<file path="src/rtl/rf_write_arbiter.sv">
// Register-file write-port arbiter: round-robin between ALU (A) and load (B) writeback,
// registered WE/Rw/busW, and a per-register pending scoreboard for RAW stalls.
module rf_write_arbiter #(
    parameter int DW           = 32,
    parameter int AW           = 5,
    parameter bit ZERO_PROTECT = 1'b1
) (
    input  logic          CLK,
    input  logic          RSTn,
    input  logic          a_valid,
    input  logic [AW-1:0] a_rd,
    input  logic [DW-1:0] a_data,
    output logic          a_ready,
    input  logic          b_valid,
    input  logic [AW-1:0] b_rd,
    input  logic [DW-1:0] b_data,
    output logic          b_ready,
    input  logic          iss_valid,
    input  logic [AW-1:0] iss_rd,
    input  logic [AW-1:0] Ra,
    input  logic [AW-1:0] Rb,
    output logic          pendA,
    output logic          pendB,
    output logic          WE,
    output logic [AW-1:0] Rw,
    output logic [DW-1:0] busW
);

    localparam int NREG = 1 << AW;

    typedef enum logic {
        GNT_A = 1'b0,
        GNT_B = 1'b1
    } gnt_e;

    typedef struct packed {
        logic [AW-1:0] rd;
        logic [DW-1:0] data;
    } wr_req_t;

    gnt_e            last_gnt_q, last_gnt_d;
    logic            we_q, we_d;
    logic [AW-1:0]   rw_q, rw_d;
    logic [DW-1:0]   busw_q, busw_d;
    logic [NREG-1:0] pending_q, pending_d;

    logic            grant_a, grant_b, hs;
    wr_req_t         wr_req;
    logic            iss_set;

    // Readies are gated by RSTn so nothing is consumed while the block is in reset.
    always_comb begin
        grant_a = 1'b0;
        grant_b = 1'b0;
        if (RSTn) begin
            if (a_valid && b_valid) begin
                grant_a = (last_gnt_q == GNT_B);
                grant_b = !grant_a;
            end else begin
                grant_a = a_valid;
                grant_b = b_valid;
            end
        end
    end

    assign a_ready = grant_a;
    assign b_ready = grant_b;
    assign hs      = grant_a | grant_b;

    always_comb begin
        wr_req = '0;
        if (grant_a) begin
            wr_req.rd   = a_rd;
            wr_req.data = a_data;
        end else if (grant_b) begin
            wr_req.rd   = b_rd;
            wr_req.data = b_data;
        end
    end

    assign iss_set = iss_valid && !(ZERO_PROTECT && (iss_rd == '0));

    always_comb begin
        last_gnt_d = last_gnt_q;
        we_d       = 1'b0;
        rw_d       = rw_q;
        busw_d     = busw_q;
        pending_d  = pending_q;

        if (grant_a) begin
            last_gnt_d = GNT_A;
        end else if (grant_b) begin
            last_gnt_d = GNT_B;
        end

        // An r0 write still consumes the request and retires its reservation.
        if (hs) begin
            we_d                 = !(ZERO_PROTECT && (wr_req.rd == '0));
            rw_d                 = wr_req.rd;
            busw_d               = wr_req.data;
            pending_d[wr_req.rd] = 1'b0;
        end

        // Applied after the clear: a fresh reservation outlives the older write.
        if (iss_set) begin
            pending_d[iss_rd] = 1'b1;
        end
    end

    always_ff @(posedge CLK) begin
        if (!RSTn) begin
            last_gnt_q <= GNT_B;
            we_q       <= 1'b0;
            rw_q       <= '0;
            busw_q     <= '0;
            pending_q  <= '0;
        end else begin
            last_gnt_q <= last_gnt_d;
            we_q       <= we_d;
            rw_q       <= rw_d;
            busw_q     <= busw_d;
            pending_q  <= pending_d;
        end
    end

    assign WE    = we_q;
    assign Rw    = rw_q;
    assign busW  = busw_q;
    assign pendA = pending_q[Ra];
    assign pendB = pending_q[Rb];

endmodule
</file>
<file path="config.mk">
export PLATFORM = sky130hd
export DESIGN_NAME = rf_write_arbiter
export DESIGN_NICKNAME = d
export VERILOG_FILES = /design/src/rtl/rf_write_arbiter.sv
export SDC_FILE = /design/constraint.sdc
export NUM_CORES = 1
export LEC_CHECK = 0
export ABC_AREA = 1
export CORE_AREA = 2 2 109 153
export CTS_BUF_LIST = sky130_fd_sc_hd__clkbuf_4 sky130_fd_sc_hd__clkbuf_8
export DETAILED_ROUTE_END_ITERATION = 7
export DIE_AREA = 0 0 111 155
export PLACE_DENSITY = 0.57
export SLEW_MARGIN = 20
export SYNTH_ARGS = -nofsm -noshare
export SYNTH_HDL_FRONTEND = slang
export SYNTH_SLANG_ARGS = --single-unit
</file>
<file path="constraint.sdc">
create_clock -name CLK -period 1.96 [get_ports CLK]
set_clock_uncertainty 0.2 [all_clocks]
set_input_delay 0.392 -clock CLK [delete_from_list [all_inputs] [get_ports CLK]]
set_output_delay 0.392 -clock CLK [all_outputs]
set_load 0.01 [all_outputs]
</file>
Word level (Yosys, flattened, before mapping)
Index checks and enable logic that the tools add are counted.
{"block": "word_totals", "reg_bits": 71, "in_bits": 94, "output_inout_bits": 42, "word_cells": 44}
{"block": "op_classes", "order_cmp": 6, "n_mux": 18, "bitwise_logic": 4, "reduce_logical": 11}
{"cell": "$mux W37", "n": 2}
{"cell": "$mux W32", "n": 2}
{"cell": "$and A32 B32 Y32", "n": 1}
{"cell": "$not A32 Y32", "n": 1}
{"cell": "$or A32 B32 Y32", "n": 1}
{"cell": "$lt A5 B6 Y1 const B", "n": 4}
{"cell": "$bmux W1 S5", "n": 2}
{"cell": "$demux W1 S5", "n": 2}
{"cell": "$ge A5 B1 Y1 const B", "n": 2}
{"cell": "$logic_not A5 Y1", "n": 2}
{"cell": "$mux W1", "n": 10}
{"cell": "$logic_and A1 B1 Y1", "n": 4}
{"cell": "$logic_not A1 Y1", "n": 3}
{"cell": "$reduce_and A2 Y1", "n": 1}
{"cell": "$reduce_bool A2 Y1", "n": 1}
{"cell": "$or A1 B1 Y1", "n": 1}

Depth between registers and ports, before layout
{"block": "logic_depth", "ltp_word": 14, "depth_mapped": 10, "ltp_nobuf": 10}

Worst setup path before layout
Ideal clock, no wire load.
{"block": "synth_path", "path_kind": "input-to-output", "from": "input Ra[0]", "to": "output pendA", "arrival_ns": 1.220, "required_ns": 1.368, "slack_ns": 0.148, "cell_stages": 10, "path_buffers": 2, "cell_sequence": "buf_2 -> buf_2 -> a21oi_1 -> o21ai_0 -> nand3_1 -> nand2_1 -> nand2_1 -> nand2_1 -> nand2_1 -> nand2_1"}
{"block": "synth_between", "elab_chain_len": 2}
{"element": "start, declared", "line": "20", "text": "input logic [AW-1:0] Ra,"}
{"element": "$bmux W1 S5", "line": "129", "text": "assign pendA = pending_q[Ra];"}
{"element": "$mux W1 (implied by the code)", "line": "129"}
{"element": "end, declared", "line": "22", "text": "output logic pendA,"}
No other way between the ends. The select of a mux whose other input is x is not followed.

Worst setup path after layout
Ends and elaborated chain as after synthesis.

==> flow_metrics.env <==
export IMPL_min_period_over_period_pct=103.4
export IMPL_relSlewSlack_pct=70.23
export IMPL_gp_congestion=0.8479
export IMPL_drt_iter0_markers=191
export IMPL_netlist_area_mm2=0.003904
export IMPL_cpPeakStageDelay_ns=0.16
export IMPL_finalCoreUtilization_pct=40.75
export IMPL_ys_seq_area_share_pct=36.41
export IMPL_grt_pass1_vias=4613
export IMPL_vias_per_cell=4.637
export IMPL_postSynthAreaPerCell_um2=6.431
export IMPL_synth_area_leader_cell="dfxtp_1"
export IMPL_vias=4651
export IMPL_r2r_cells=10
export IMPL_violations="setup timing"
export IMPL_cp_depth=12
export IMPL_core_area_mm2=0.01590
export IMPL_synthTopCellsByArea="dfxtp_1 (36%), nand2_1 (16%), nand3_1 (11%)"
export IMPL_sw_frac_of_total_pct=28.27
export IMPL_power_internal_uw=2740
export IMPL_grt_antenna_before_repair=0
export IMPL_antenna_left=0
export IMPL_dp_final_hpwl_mm=10.30
export IMPL_path_class="in -> out"
export IMPL_crit_path_end="pendA"
export IMPL_rsz0062_at_grt="yes"
export IMPL_tightestPinTransition_ns=0.4432
export IMPL_ys_types=21
export IMPL_crit_start="Ra[0]"
export IMPL_crit_fanout=7
export IMPL_timing_fmax_mhz=493.4
export IMPL_crit_chain="buf_12, buf_12, clkinvlp_4, nand2_2, nand3_1, nand3_1, nand2_1, nand2_1, nand2_1, nand2_1, nand2_1, buf_2"
export IMPL_cts_sinks=71
export IMPL_cts_buffer_depth=2
export IMPL_pwr_share_seq_pct=41.0
export IMPL_hold_viol=0
export IMPL_hold_class="in -> reg"
export IMPL_post_synth_top_count_cell="nand2_1"
export IMPL_critPathRequiredTime_ns=1.37
export IMPL_synthesis_instances=607
export IMPL_p_switching_uw=1080
export IMPL_syn_num_nets=701
export IMPL_synthArstFlopShare_pct=0
export IMPL_die_h_um=155
export IMPL_vdd_drop_max_v=0.0003109
export IMPL_initial_core_util_pct=24.56
export IMPL_synth_common_cells="nand2_1 (167), nand3_1 (84), inv_1 (80), dfxtp_1 (71), a21oi_1 (52)"
export IMPL_final_min_clock_period_ns=2.027
export IMPL_clkPwrFrac_pct=32.1
export IMPL_top_level_ports=136
export IMPL_drive_gt1_share_pct=20.52
export IMPL_dp_slack_ns=-0.8689
export IMPL_cp_num_buf_inv=4
export IMPL_wl_per_cell_um=13.92
export IMPL_die_w_um=111
export IMPL_clk_pin_slew_worst_paths_ns=0.08
export IMPL_placementRows=55
export IMPL_synth_seq_cells=71
export IMPL_arrival_ns=1.43
export IMPL_end_kind="output port"
export IMPL_r2r_start="last_gnt_q$_SDFFE_PN1N_"
export IMPL_comb_power_share_pct=27.0
export IMPL_power_density_mw_per_mm2=589.7
export IMPL_crit_family="simple AND/OR/NAND/NOR gates"
export IMPL_area_delta_synth_final_pct=65.93
export IMPL_grt_max_degree=37
export IMPL_yosys_most_used_dff="dfxtp_1"
export IMPL_grtUsageTotal_pct=16.01
export IMPL_slew_viol_final=0
export IMPL_firstDrtPassIters=4
export IMPL_synth_warnings=0
export IMPL_cpMostUsedCell="nand2_1"
export IMPL_final_setup_worst_slack_ns=-0.06678
export IMPL_finalWirelength_mm=13.96
export IMPL_r2r_slack_ns=0.25
export IMPL_port_buffers=135
export IMPL_route_detailed_drc=0
export IMPL_status="complete, but fails checks"
export IMPL_clk_latency_ns=0.34
export IMPL_setup_viol=2
export IMPL_rr_endpoint="pending_q[0]$_SDFF_PN0_"
export IMPL_synth_top_area_share_pct=36.41
export IMPL_cts_made_buffers=9
export IMPL_cp_start_kind="input port"
export IMPL_fin_nets=893
export IMPL_dieArea_mm2=0.01721
export IMPL_grt_pass1_wl_mm=22.51
export IMPL_maxCapViolations=0
export IMPL_cts_root_buffer="clkbuf_8"
export IMPL_cts_tree="yes"
export IMPL_num_antenna_cells=0
export IMPL_leakagePower_uw=0.002846
export IMPL_grt_overflow_total=0
export IMPL_cp_slowest_cell="clkinvlp_4"
export IMPL_synth_edf_count=0
export IMPL_whs_ns=0.2705
export IMPL_htreeDepth=3
export IMPL_setup_tns_final_ns=-0.1322
## cell families (layout without fill, tap and decap cells)
group | count (synthesis) | in the layout | share of synthesized area, %
buf+inv | 118 | 315 | 11.70
simple gates | 282 | 282 | 31.19
compound gates | 136 | 136 | 20.71
flops | 71 | 71 | 36.41
## sequential cells by signal (all words and copies together), names as in the netlist
register	cells
busW	32
pending_q	32
Rw	5
WE	1
last_gnt_q	1
## cell type report
type                            instances  area [µm²]
Clock inverter                          3       42.54
Clock buffer                           13       160.2
Inverter                               90       345.3
Sequential cell                        71        1429
Multi-Input combinational cell        418        2165
Tap cell                              199       249.0
Fill cell                            1683        9419
Timing Repair Buffer                  209        2087
## metrics by stage
stage | cells | power [µW] | area (µm²)
after floorplan | 607 | 1986 | 3904
after CTS | 999 | 3846 | 6292
after global routing | 1003 | 4046 | 6477
after global placement | 980 | 2570 | 5991
after detailed placement | 980 | 2571 | 5991
final | 1003 | 3820 | 6477
## what timing repair did
| item | CTS | global route |
|---|---|---|
| gates resized for setup | 67 | 52 |
| hold buffers | 0 | 0 |
| cloned | 3 | 1 |
| endpoints found under the setup margin | 20 | 27 |
| pin swaps | 7 | 20 |
| setup buffers | 0 | 3 |
## worst min-delay path by stage
stage | start | to | slack, ns | cells past startpoint
3_5_place_dp | busW[0]$_SDFFE_PN0N_ | busW[0]$_SDFFE_PN0N_ | 0.28 | 2
3_3_place_gp | busW[31]$_SDFFE_PN0N_ | busW[31]$_SDFFE_PN0N_ | 0.27 | 2
4_1_cts | b_valid | last_gnt_q$_SDFFE_PN1N_ | 0.24 | 3
6_report | b_valid | last_gnt_q$_SDFFE_PN1N_ | 0.27 | 3
5_1_grt | b_valid | last_gnt_q$_SDFFE_PN1N_ | 0.28 | 3
2_1_floorplan | pending_q[0]$_SDFF_PN0_ | pending_q[0]$_SDFF_PN0_ | 0.22 | 2
## cell usage in the layout (no fill, tap or decap), types with 6 or more instances in the layout
cell type / instances
a21oi_1: 47
buf_12: 10
buf_4: 60
clkbuf_8: 10
clkdlybuf4s50_1: 122
dfxtp_1: 65
dfxtp_2: 6
inv_1: 73
inv_2: 14
nand2_1: 156
nand2_2: 18
nand3_1: 69
nand3_2: 15
nor2_1: 8
nor3_1: 9
o211ai_1: 34
o21ai_1: 27
o21bai_1: 16
## power groups by stage
stage	registers, µW	clock network [µW]	logic [µW]
floorplan	1620	0	361
global placement	1600	0	975
detailed placement	1590	0	977
CTS	1560	1280	1010
global route	1580	1340	1130
finish	1560	1230	1030
## worst reg2reg max path: stages (launching register included)
cell	delay, ns
dfxtp_1	0.33
inv_1	0.08
nand2_2	0.07
buf_4	0.16
nand3_1	0.09
nand2_2	0.09
buf_4	0.15
nor2_1	0.15
nand3_2	0.11
a21oi_1	0.13
nor2_1	0.05
## routing by layer
| layer | global-route usage (%) | wire, µm | vias up |
|---|---|---|---|
| li1 | - | - | 2372 |
| met1 | 17.35 | 5454 | 2095 |
| met2 | 29.80 | 7216 | 165 |
| met3 | 4.519 | 1048 | 19 |
| met4 | 5.476 | 240 | 0 |
| met5 | 0 | 0 | - |
No activity file was read; power rests on OpenSTA's default activity.
